===== src/rtl/lstm_bp_dgate_ctrl_if.sv =====
// Handshake and RAM-address bundle between the LSTM backprop delta-gate
// controller and its surroundings.
//   start/stall        : sequencing inputs to the controller
//   busy/done          : sweep status towards the update-phase controller
//   rd_en/rd_addr      : read port for the dOut/dState/activation RAMs
//   wr_dgate/wr_addr   : shared write port for the dA/dI/dF/dO RAMs
//   t_idx/first_t      : timestep information for the datapath
// The master modport is the controller's view; slave is the environment's view.
interface lstm_bp_dgate_ctrl_if #(
  parameter int ADDR_WIDTH = 12
);
  logic                  start;
  logic                  stall;
  logic                  busy;
  logic                  rd_en;
  logic [ADDR_WIDTH-1:0] rd_addr;
  logic                  wr_dgate;
  logic [ADDR_WIDTH-1:0] wr_addr;
  logic [ADDR_WIDTH-1:0] t_idx;
  logic                  first_t;
  logic                  done;

  modport master (
    input  start, stall,
    output busy, rd_en, rd_addr, wr_dgate, wr_addr, t_idx, first_t, done
  );

  modport slave (
    output start, stall,
    input  busy, rd_en, rd_addr, wr_dgate, wr_addr, t_idx, first_t, done
  );
endinterface


===== src/rtl/lstm_bp_dgate_ctrl.sv =====
// Backprop-phase controller for one LSTM layer, producer side of the
// delta-gate RAMs. Sweeps timesteps TIMESTEP-1 down to 0 and cells
// 0..NUM_CELL-1, issuing one read per element and the matching delta-gate
// write DELAY unstalled cycles later, then pulses done.
// Ports:
//   clk  : rising-edge clock
//   rst  : asynchronous, active-low reset
//   bus  : master side of lstm_bp_dgate_ctrl_if (start/stall in; busy,
//          rd_en, rd_addr, wr_dgate, wr_addr, t_idx, first_t, done out)
module lstm_bp_dgate_ctrl #(
  parameter int ADDR_WIDTH = 12,
  parameter int TIMESTEP   = 7,
  parameter int NUM_CELL   = 8,
  parameter int DELAY      = 3
) (
  input  logic                 clk,
  input  logic                 rst,
  lstm_bp_dgate_ctrl_if.master bus
);

  typedef enum logic [1:0] {
    IDLE  = 2'd0,
    RUN   = 2'd1,
    DRAIN = 2'd2,
    DONE  = 2'd3
  } state_t;

  localparam int DW = (DELAY > 1) ? $clog2(DELAY) : 1;
  localparam logic [ADDR_WIDTH-1:0] LAST_T = ADDR_WIDTH'(TIMESTEP - 1);
  localparam logic [ADDR_WIDTH-1:0] LAST_N = ADDR_WIDTH'(NUM_CELL - 1);
  localparam logic [ADDR_WIDTH-1:0] NC     = ADDR_WIDTH'(NUM_CELL);
  localparam logic [DW-1:0]         LAST_D = DW'(DELAY - 1);

  state_t                          state_q, state_d;
  logic [ADDR_WIDTH-1:0]           t_q, t_d;
  logic [ADDR_WIDTH-1:0]           n_q, n_d;
  logic [ADDR_WIDTH-1:0]           rd_addr_q, rd_addr_d;
  logic [DW-1:0]                   drain_q, drain_d;
  logic                            busy_q, busy_d;
  logic                            done_q, done_d;
  logic                            first_t_q, first_t_d;

  // Read-to-write delay line: stage DELAY-1 drives the write port.
  logic                            adv;
  logic                            push_v;
  logic [ADDR_WIDTH-1:0]           push_a;
  logic [DELAY-1:0]                pipe_v_q;
  logic [DELAY-1:0][ADDR_WIDTH-1:0] pipe_a_q;

  always_comb begin
    state_d = state_q;
    t_d     = t_q;
    n_d     = n_q;
    drain_d = drain_q;
    adv     = 1'b0;
    push_v  = 1'b0;
    push_a  = '0;

    case (state_q)
      IDLE: begin
        // start wins over stall here; stall only matters once sweeping.
        if (bus.start) begin
          state_d = RUN;
          t_d     = LAST_T;
          n_d     = '0;
          drain_d = '0;
        end
      end

      RUN: begin
        if (!bus.stall) begin
          adv    = 1'b1;
          push_v = 1'b1;
          push_a = rd_addr_q;
          if (n_q != LAST_N) begin
            n_d = n_q + ADDR_WIDTH'(1);
          end else begin
            n_d = '0;
            if (t_q != '0) begin
              t_d = t_q - ADDR_WIDTH'(1);
            end else begin
              state_d = DRAIN;
              drain_d = '0;
            end
          end
        end
      end

      DRAIN: begin
        // Bubbles flush the last DELAY reads out to the write port.
        if (!bus.stall) begin
          adv = 1'b1;
          if (drain_q == LAST_D) begin
            state_d = DONE;
          end else begin
            drain_d = drain_q + DW'(1);
          end
        end
      end

      DONE: begin
        state_d = IDLE;
      end

      default: begin
        state_d = IDLE;
      end
    endcase

    rd_addr_d = t_d * NC + n_d;
    busy_d    = (state_d == RUN) || (state_d == DRAIN);
    done_d    = (state_d == DONE);
    first_t_d = (state_d == RUN) && (t_d == LAST_T);
  end

  always_ff @(posedge clk or negedge rst) begin
    if (!rst) begin
      state_q   <= IDLE;
      t_q       <= '0;
      n_q       <= '0;
      rd_addr_q <= '0;
      drain_q   <= '0;
      busy_q    <= 1'b0;
      done_q    <= 1'b0;
      first_t_q <= 1'b0;
      pipe_v_q  <= '0;
      pipe_a_q  <= '0;
    end else begin
      state_q   <= state_d;
      t_q       <= t_d;
      n_q       <= n_d;
      rd_addr_q <= rd_addr_d;
      drain_q   <= drain_d;
      busy_q    <= busy_d;
      done_q    <= done_d;
      first_t_q <= first_t_d;
      if (adv) begin
        for (int unsigned i = DELAY - 1; i > 0; i--) begin
          pipe_v_q[i] <= pipe_v_q[i-1];
          pipe_a_q[i] <= pipe_a_q[i-1];
        end
        pipe_v_q[0] <= push_v;
        pipe_a_q[0] <= push_a;
      end
    end
  end

  // Strobes are masked by stall in the same cycle; addresses simply hold.
  assign bus.busy     = busy_q;
  assign bus.rd_en    = (state_q == RUN) && !bus.stall;
  assign bus.rd_addr  = rd_addr_q;
  assign bus.wr_dgate = pipe_v_q[DELAY-1] && !bus.stall;
  assign bus.wr_addr  = pipe_a_q[DELAY-1];
  assign bus.t_idx    = t_q;
  assign bus.first_t  = first_t_q;
  assign bus.done     = done_q;

endmodule


===== src/flat_wrapper.sv =====
// flat-port wrapper written by rule: the top's interface ports become plain ports
module lstm_bp_dgate_ctrl_flat 
#(
  parameter int ADDR_WIDTH = 12,
  parameter int TIMESTEP   = 7,
  parameter int NUM_CELL   = 8,
  parameter int DELAY      = 3
)
  (clk, rst, bus_start, bus_stall, bus_busy, bus_rd_en, bus_rd_addr, bus_wr_dgate, bus_wr_addr, bus_t_idx, bus_first_t, bus_done);
  lstm_bp_dgate_ctrl_if #(.ADDR_WIDTH(ADDR_WIDTH)) bus_i ();
  input  logic clk;
  input  logic rst;
  input wire logic [$bits(bus_i.start)-1:0] bus_start;
  input wire logic [$bits(bus_i.stall)-1:0] bus_stall;
  output wire logic [$bits(bus_i.busy)-1:0] bus_busy;
  output wire logic [$bits(bus_i.rd_en)-1:0] bus_rd_en;
  output wire logic [$bits(bus_i.rd_addr)-1:0] bus_rd_addr;
  output wire logic [$bits(bus_i.wr_dgate)-1:0] bus_wr_dgate;
  output wire logic [$bits(bus_i.wr_addr)-1:0] bus_wr_addr;
  output wire logic [$bits(bus_i.t_idx)-1:0] bus_t_idx;
  output wire logic [$bits(bus_i.first_t)-1:0] bus_first_t;
  output wire logic [$bits(bus_i.done)-1:0] bus_done;
  assign bus_i.start = bus_start;
  assign bus_i.stall = bus_stall;
  assign bus_busy = bus_i.busy;
  assign bus_rd_en = bus_i.rd_en;
  assign bus_rd_addr = bus_i.rd_addr;
  assign bus_wr_dgate = bus_i.wr_dgate;
  assign bus_wr_addr = bus_i.wr_addr;
  assign bus_t_idx = bus_i.t_idx;
  assign bus_first_t = bus_i.first_t;
  assign bus_done = bus_i.done;
  lstm_bp_dgate_ctrl #(.ADDR_WIDTH(ADDR_WIDTH), .TIMESTEP(TIMESTEP), .NUM_CELL(NUM_CELL), .DELAY(DELAY)) u_core (.clk(clk), .rst(rst), .bus(bus_i));
endmodule

===== config.mk =====
export PLATFORM = sky130hd
export DESIGN_NAME = lstm_bp_dgate_ctrl_flat
export DESIGN_NICKNAME = d
export VERILOG_FILES = /design/src/rtl/lstm_bp_dgate_ctrl_if.sv /design/src/rtl/lstm_bp_dgate_ctrl.sv /design/src/flat_wrapper.sv
export SDC_FILE = /design/constraint.sdc
export NUM_CORES = 1
export LEC_CHECK = 0
export ABC_AREA = 1
export BUFFER_PORTS_ARGS = -buffer_cell sky130_fd_sc_hd__buf_2
export CELL_PAD_IN_SITES_DETAIL_PLACEMENT = 1
export CELL_PAD_IN_SITES_GLOBAL_PLACEMENT = 1
export CORE_MARGIN = 2
export CORE_UTILIZATION = 48
export CTS_CLUSTER_SIZE = 14
export DETAILED_ROUTE_END_ITERATION = 16
export PLACE_DENSITY_LB_ADDON = 0.08
export SLEW_MARGIN = 0
export SYNTH_ARGS = -nofsm -noshare
export SYNTH_HDL_FRONTEND = slang
export SYNTH_SLANG_ARGS = --single-unit
export TNS_END_PERCENT = 100

===== constraint.sdc =====
create_clock -name clk -period 5.4 [get_ports clk]
set_input_delay 0.27 -clock clk [delete_from_list [all_inputs] [get_ports clk]]
set_output_delay 0.27 -clock clk [all_outputs]
set_load 0.03 [all_outputs]

==> results.sh, run 1 <==
export IMPL_wl_met3_um=437
export IMPL_hold_viol_final=0
export IMPL_ys_warn_count=0
export IMPL_drc=0
export IMPL_clock_power_share=0.192
export IMPL_grt_pass1_wl_um=19900
export IMPL_start_util=0.494
export IMPL_drt_pass1_iterations=5
export IMPL_cts_setup_buffers=0
export IMPL_num_vias=3597
export IMPL_dr_wl_met2_um=5630
export IMPL_syn_inst=525
export IMPL_topRoutingLayerUsed="met4"
export IMPL_clkTransAtPathRegs_ns=0.09
export IMPL_nets=577
export IMPL_seqPwrFrac=0.362
export IMPL_fmax_ghz=0.245
export IMPL_hold_buffers=0
export IMPL_r2r_cells=20
export IMPL_syn_avg_cell_area_um2=8.17
export IMPL_chipHeight_um=98.5
export IMPL_seq_area_mm2=0.00198
export IMPL_worstPathCellList="inv_1, ha_1, nor2_1, nor2_1, inv_1, nand2_1, nand2_1, nand2_1, inv_1, ha_1, a21oi_1, o21ai_0, nand2_1, nand2_1, nand2_1, nand2_1, a21o_1, a21oi_1, nand3_1, nand2_1"
export IMPL_end_kind="flop"
export IMPL_routedWlPerCell_um=17.2
export IMPL_timing_critical_path_buf_inv=3
export IMPL_rrSetupSlack_ns=1.32
export IMPL_min_period_over_period=0.756
export IMPL_wl_met1_um=5130
export IMPL_status="finished, final reports clean"
export IMPL_cts_resized=0
export IMPL_track_usage=0.258
export IMPL_clock_sinks=79
export IMPL_multiInputGateArea_mm2=0.00186
export IMPL_finalSetupTns_ns=0
export IMPL_critPathArrivalTime_ns=4.38
export IMPL_power_frac_comb=0.446
export IMPL_tightest_slew_ns=1.00
export IMPL_layout_common_cells="nand2_1 (138), dfrtp_1 (79), inv_1 (62)"
export IMPL_grt_max_degree=80
export IMPL_mostFrequentLayoutCell="nand2_1"
export IMPL_peakVddDrop_uv=164
export IMPL_worstSkewPairLatency_ns=0.35
export IMPL_setup_viol=0
export IMPL_critPathKind="reg2reg"
export IMPL_cpMaxStageDelayCell="nor2_1"
export IMPL_grt_pass1_vias=3870
export IMPL_p_int_uw=1320
export IMPL_worstPathRequired_ns=5.70
export IMPL_cts_buffer_depth=2
export IMPL_io_pins=45
export IMPL_seq_area_frac_synth=0.461
export IMPL_fp_dieArea_mm2=0.00971
export IMPL_synth_ff_type="dfrtp_1"
export IMPL_antenna_left=0
export IMPL_synth_fp_nets=547
export IMPL_path_max_fanout=16
export IMPL_min_delay_path_class="in2async"
export IMPL_routabilityCongestion=0.882
export IMPL_antenna_found_initial=0
export IMPL_yosysUniqueCellTypes=41
export IMPL_cp_top_family="simple AND/OR/NAND/NOR gates"
export IMPL_worstSetupStartpointType="flop"
export IMPL_p_per_area_mw_per_mm2=523
export IMPL_maxCapViolations=0
export IMPL_cts_root_buffer_cell="clkbuf_8"
export IMPL_wl_um=11500
export IMPL_grt_overflow=0
export IMPL_reg2reg_from="u_core.state_q[1]"
export IMPL_preCtsSetupSlack_ns=1.35
export IMPL_netlist_area_mm2=0.00429
export IMPL_synth_edff_count=0
export IMPL_die_width_um=98.5
export IMPL_cts_buffers=9
export IMPL_diodes=0
export IMPL_drt_iter0_drc=119
export IMPL_layout_min_cycle_time_ns=4.08
export IMPL_slew_headroom=0.331
export IMPL_n_fill_cell=1080
export IMPL_core_mm2=0.00868
export IMPL_synth_seq_cells=79
export IMPL_cpMostUsedCell="nand2_1"
export IMPL_r2r_end="u_core.bus.rd_addr[11]"
export IMPL_io_buffer_count=44
export IMPL_drv_slew=0
export IMPL_p_sw_uw=1130
export IMPL_clock_skew_ns=0.0121
export IMPL_rows=34
export IMPL_setup_ws_ns=1.32
export IMPL_drive_above_1_share=0.182
export IMPL_switching_share=0.461
export IMPL_ys_async_sr_fraction=1.00
export IMPL_viasPerCell=5.38
export IMPL_synthToLayoutAreaGrowth_pct=9.43
export IMPL_p_leak_uw=0.00249
export IMPL_slowest_delay_ns=0.72
export IMPL_htree_levels=3
export IMPL_hpwl_um=8670
export IMPL_cts_tree="built"
export IMPL_rsz0062_at_grt="no"
-- power by group through the flow --
stage               Combinational (µW)  Sequential [µW]  Clock [µW]
floorplan                          764              949           0
global placement                  1050              884           0
detailed placement                1090              900           0
CTS                               1100              889         482
global route                      1220              911         503
finish                            1090              888         472
-- layout make-up --
cell class | instances | share of cell area
clock buffer | 11 | 0.0323
timing repair buffer | 46 | 0.0507
tap | 108 | 0.0288
clock inverter | 5 | 0.0131
inverter | 73 | 0.0584
sequential | 79 | 0.421
multi-input combinational | 346 | 0.395
-- registers in the layout (all words and copies together) (netlist names), named ones only --
name and flops:
u_core.bus.rd_addr 9, u_core.state_q 2, u_core.bus.wr_addr 12, u_core.n_q 9
u_core.pipe_v_q 3, u_core.pipe_a_q 24, u_core.bus.first_t 1, u_core.bus.t_idx 12
u_core.bus.done 1, u_core.bus.busy 1, u_core.drain_q 2
-- cell families (layout without fill, tap and decap cells) --
| family | Yosys count | count (layout) | share of synthesized area |
|---|---|---|---|
| and+or+nand+nor | 246 | 246 | 0.264 |
| buffers and inverters | 100 | 135 | 0.106 |
| DFF | 79 | 79 | 0.461 |
| AOI/OAI and AO/OA | 74 | 74 | 0.0983 |
| adders and majority gates | 18 | 18 | 0.0543 |
| xor gates and xnor gates | 8 | 8 | 0.0163 |
-- Yosys cell counts (2+ instances only) --
cell      count  area, µm²
nand2_1     138        518
inv_1        62        233
o22ai_1       7       43.8
inv_2         9       33.8
nor2_4        5       56.3
nand2_4       2       22.5
nand4_1       5       31.3
clkbuf_1      5       18.8
nor3_1       10       50.1
buf_4        15        113
buf_2         5       25.0
clkinv_1      2       7.51
nor2_2        8       50.1
ha_1         17        213
xor2_1        6       52.6
dfrtp_1      79       1980
o21ai_1       3       15.0
o21ai_0      38        190
nand2_2       7       43.8
a21oi_2       4       35.0
o21bai_1      3       22.5
nand3_1      37        185
a21oi_1      12       60.1
nor2_1       28        105
xnor2_1       2       17.5
-- per-stage QoR --
step / hold slack [ns] / total power [µW] / util / std cells / area [µm²]
after CTS: 0.0935 / 2470 / 0.541 / 668 / 4690
after global routing: 0.137 / 2640 / 0.541 / 668 / 4690
final: 0.0715 / 2450 / 0.541 / 668 / 4690
after global placement: 0.452 / 1940 / 0.516 / 652 / 4480
after detailed placement: 0.461 / 1990 / 0.516 / 652 / 4480
after floorplan: -0.0256 / 1710 / - / 525 / 4290
-- worst max path at each step --
stage	start	to	slack, ns	cells past startpoint
floorplan	u_core.state_q[0]	u_core.bus.rd_addr[11]	2.35	19
global route	u_core.state_q[1]	u_core.bus.rd_addr[11]	0.87	21
detailed placement	u_core.state_q[1]	u_core.bus.rd_addr[11]	1.35	20
CTS	u_core.state_q[1]	u_core.bus.rd_addr[11]	1.30	20
global placement	u_core.state_q[1]	u_core.bus.rd_addr[11]	1.70	17
finish	u_core.state_q[1]	u_core.bus.rd_addr[11]	1.32	20
-- metal layers --
metal	up-vias	GRT usage
li1	1716	-
met1	1783	0.343
met2	76	0.423
met3	22	0.0369
met4	0	0.112
met5	-	0
(Power assumes the default switching activity.)
==> inputs of run 2 (changes only) <==
--- a/config.mk
+++ b/config.mk
@@ -10,7 +10,7 @@
 export CELL_PAD_IN_SITES_DETAIL_PLACEMENT = 1
 export CELL_PAD_IN_SITES_GLOBAL_PLACEMENT = 1
 export CORE_MARGIN = 2
-export CORE_UTILIZATION = 48
+export CORE_UTILIZATION = 40
 export CTS_CLUSTER_SIZE = 14
 export DETAILED_ROUTE_END_ITERATION = 16
 export PLACE_DENSITY_LB_ADDON = 0.08
==> constraint.sdc (replaced) <==
create_clock -name clk -period 3.4 [get_ports clk]
set_input_delay 0.17 -clock clk [delete_from_list [all_inputs] [get_ports clk]]
set_output_delay 0.17 -clock clk [all_outputs]
set_load 0.03 [all_outputs]
==> results.sh, run 2 (same netlist as run 1, synthesis figures left out) <==
export IMPL_slew_headroom=0.333
export IMPL_num_vias=3522
export IMPL_power_frac_comb=0.464
export IMPL_worstSkewPairLatency_ns=0.37
export IMPL_critPathArrivalTime_ns=3.41
export IMPL_worstPathCellList="inv_1, ha_2, inv_1, nor2_2, buf_4, inv_1, o21ai_0, a21oi_4, ha_1, a21oi_1, nand2_1, a21oi_1, o21ai_0, nand2_1, nand2_1, a21oi_1, xnor2_1"
export IMPL_fmax_ghz=0.320
export IMPL_p_total_uw=3890
export IMPL_drt_pass1_iterations=4
export IMPL_path_max_fanout=4
export IMPL_p_int_uw=2070
export IMPL_peakVddDrop_uv=300
export IMPL_antenna_left=0
export IMPL_fp_dieArea_mm2=0.0116
export IMPL_clock_skew_ns=0.00987
export IMPL_drc=0
export IMPL_largest_register_ffs=24
export IMPL_grt_pass1_vias=3713
export IMPL_seqPwrFrac=0.358
export IMPL_grt_overflow=0
export IMPL_htree_levels=3
export IMPL_routabilityCongestion=0.833
export IMPL_hold_slack_ns=-0.0446
export IMPL_drt_iter0_drc=126
export IMPL_cpMaxStageDelayCell="dfrtp_1"
export IMPL_drive_above_1_share=0.217
export IMPL_grt_max_degree=80
export IMPL_antenna_found_initial=0
export IMPL_regMostFlops="u_core.pipe_a_q"
export IMPL_routedWlPerCell_um=15.6
export IMPL_hold_viol_final=36
export IMPL_failed_checks="negative hold slack"
export IMPL_cp_top_family="compound AO/OA/AOI/OAI gates"
export IMPL_status="complete, but fails checks"
export IMPL_n_fill_cell=1286
export IMPL_layout_common_cells="nand2_1 (138), dfrtp_1 (79), inv_1 (62)"
export IMPL_worstSetupStartpointType="flop"
export IMPL_slowest_delay_ns=0.43
export IMPL_p_leak_uw=0.00256
export IMPL_switching_share=0.468
export IMPL_min_delay_path_class="in2async"
export IMPL_rows=37
export IMPL_viasPerCell=4.94
export IMPL_synthToLayoutAreaGrowth_pct=13.5
export IMPL_wl_um=11100
export IMPL_mostFrequentLayoutCell="nand2_1"
export IMPL_layout_min_cycle_time_ns=3.12
export IMPL_maxCapViolations=0
export IMPL_reg2reg_from="u_core.state_q[1]"
export IMPL_cts_root_buffer_cell="clkbuf_8"
export IMPL_chipHeight_um=108
export IMPL_setup_viol=0
export IMPL_nets=594
export IMPL_cts_buffers=9
export IMPL_track_usage=0.208
export IMPL_tightest_slew_ns=1.00
export IMPL_preCtsSetupSlack_ns=-0.0267
export IMPL_io_pins=45
export IMPL_setup_ws_ns=0.275
export IMPL_hpwl_um=8280
export IMPL_seq_area_mm2=0.00198
export IMPL_timing_critical_path_buf_inv=4
export IMPL_min_period_over_period=0.919
export IMPL_cts_tree="built"
export IMPL_rrSetupSlack_ns=0.28
export IMPL_multiInputGateArea_mm2=0.00189
export IMPL_clock_sinks=79
export IMPL_r2r_cells=17
export IMPL_drv_slew=0
export IMPL_p_sw_uw=1820
export IMPL_p_per_area_mw_per_mm2=799
export IMPL_cts_buffer_depth=2
export IMPL_r2r_end="u_core.bus.rd_addr[10]"
export IMPL_io_buffer_count=44
export IMPL_worstPathRequired_ns=3.68
export IMPL_critPathKind="reg2reg"
export IMPL_rsz0062_at_grt="no"
export IMPL_grt_pass1_wl_um=18600
export IMPL_clock_power_share=0.178
export IMPL_start_util=0.413
export IMPL_end_kind="flop"
export IMPL_diodes=0
export IMPL_clkTransAtPathRegs_ns=0.09
export IMPL_die_width_um=108
export IMPL_core_mm2=0.0104
## run 2: worst max-delay path by stage
stage	endpoint	slack, ns	cells after the start	start
6_report	u_core.bus.rd_addr[10]	0.28	17	u_core.state_q[1]
5_1_grt	u_core.bus.rd_addr[11]	0.01	24	u_core.bus.t_idx[0]
4_1_cts	u_core.bus.rd_addr[11]	0.02	18	u_core.state_q[0]
3_5_place_dp	u_core.bus.rd_addr[11]	-0.03	18	u_core.state_q[0]
3_3_place_gp	u_core.bus.rd_addr[11]	0.23	18	u_core.state_q[0]
2_1_floorplan	u_core.bus.rd_addr[11]	0.35	19	u_core.state_q[0]
## run 2: power groups by stage
stage                     Combinational, µW  Clock [µW]  Sequential (µW)
final                                  1800         691             1390
after global routing                   2020         755             1430
after CTS                              1760         718             1400
after detailed placement               1750           0             1420
after global placement                 1710           0             1400
after floorplan                        1210           0             1510
## run 2: repair_timing
item / CTS / global route
setup buffers: 0 / 8
hold buffers: 0 / 0
pin swaps: 0 / 3
gates cloned: 0 / 0
setup endpoints to repair: 1 / 2
gates resized for setup: 1 / 11
## run 2: metal layers
metal	vias to the layer above	wire length (µm)	track usage
met5	-	0	0
met4	0	182	0.0705
met3	17	393	0.0387
met2	49	5150	0.341
met1	1704	5370	0.276
li1	1752	-	-
## run 2: cell type report
type	instances	share of cell area
timing repair buffer	63	0.0758
sequential	79	0.406
multi-input combinational	346	0.388
tap	136	0.0350
clock buffer	10	0.0283
inverter	73	0.0563
clock inverter	6	0.0108
## run 2: worst register-to-register path, cell delays in order, from the launching register on
cell	delay [ns]
dfrtp_1	0.43
inv_1	0.13
ha_2	0.23
inv_1	0.09
nor2_2	0.17
buf_4	0.18
inv_1	0.05
o21ai_0	0.29
a21oi_4	0.14
ha_1	0.37
a21oi_1	0.14
nand2_1	0.09
a21oi_1	0.16
o21ai_0	0.14
nand2_1	0.08
nand2_1	0.04
a21oi_1	0.14
xnor2_1	0.14
## run 2: stage by stage
step | utilization | hold slack (ns) | area [µm²] | std cells | setup TNS (ns)
floorplan | - | -0.126 | 4290 | 525 | 0
global placement | 0.442 | 0.415 | 4580 | 689 | 0
detailed placement | 0.442 | 0.423 | 4580 | 689 | -0.0267
CTS | 0.460 | 0.0156 | 4770 | 705 | 0
global route | 0.469 | 0.0554 | 4870 | 713 | 0
finish | 0.469 | -0.0446 | 4870 | 713 | 0
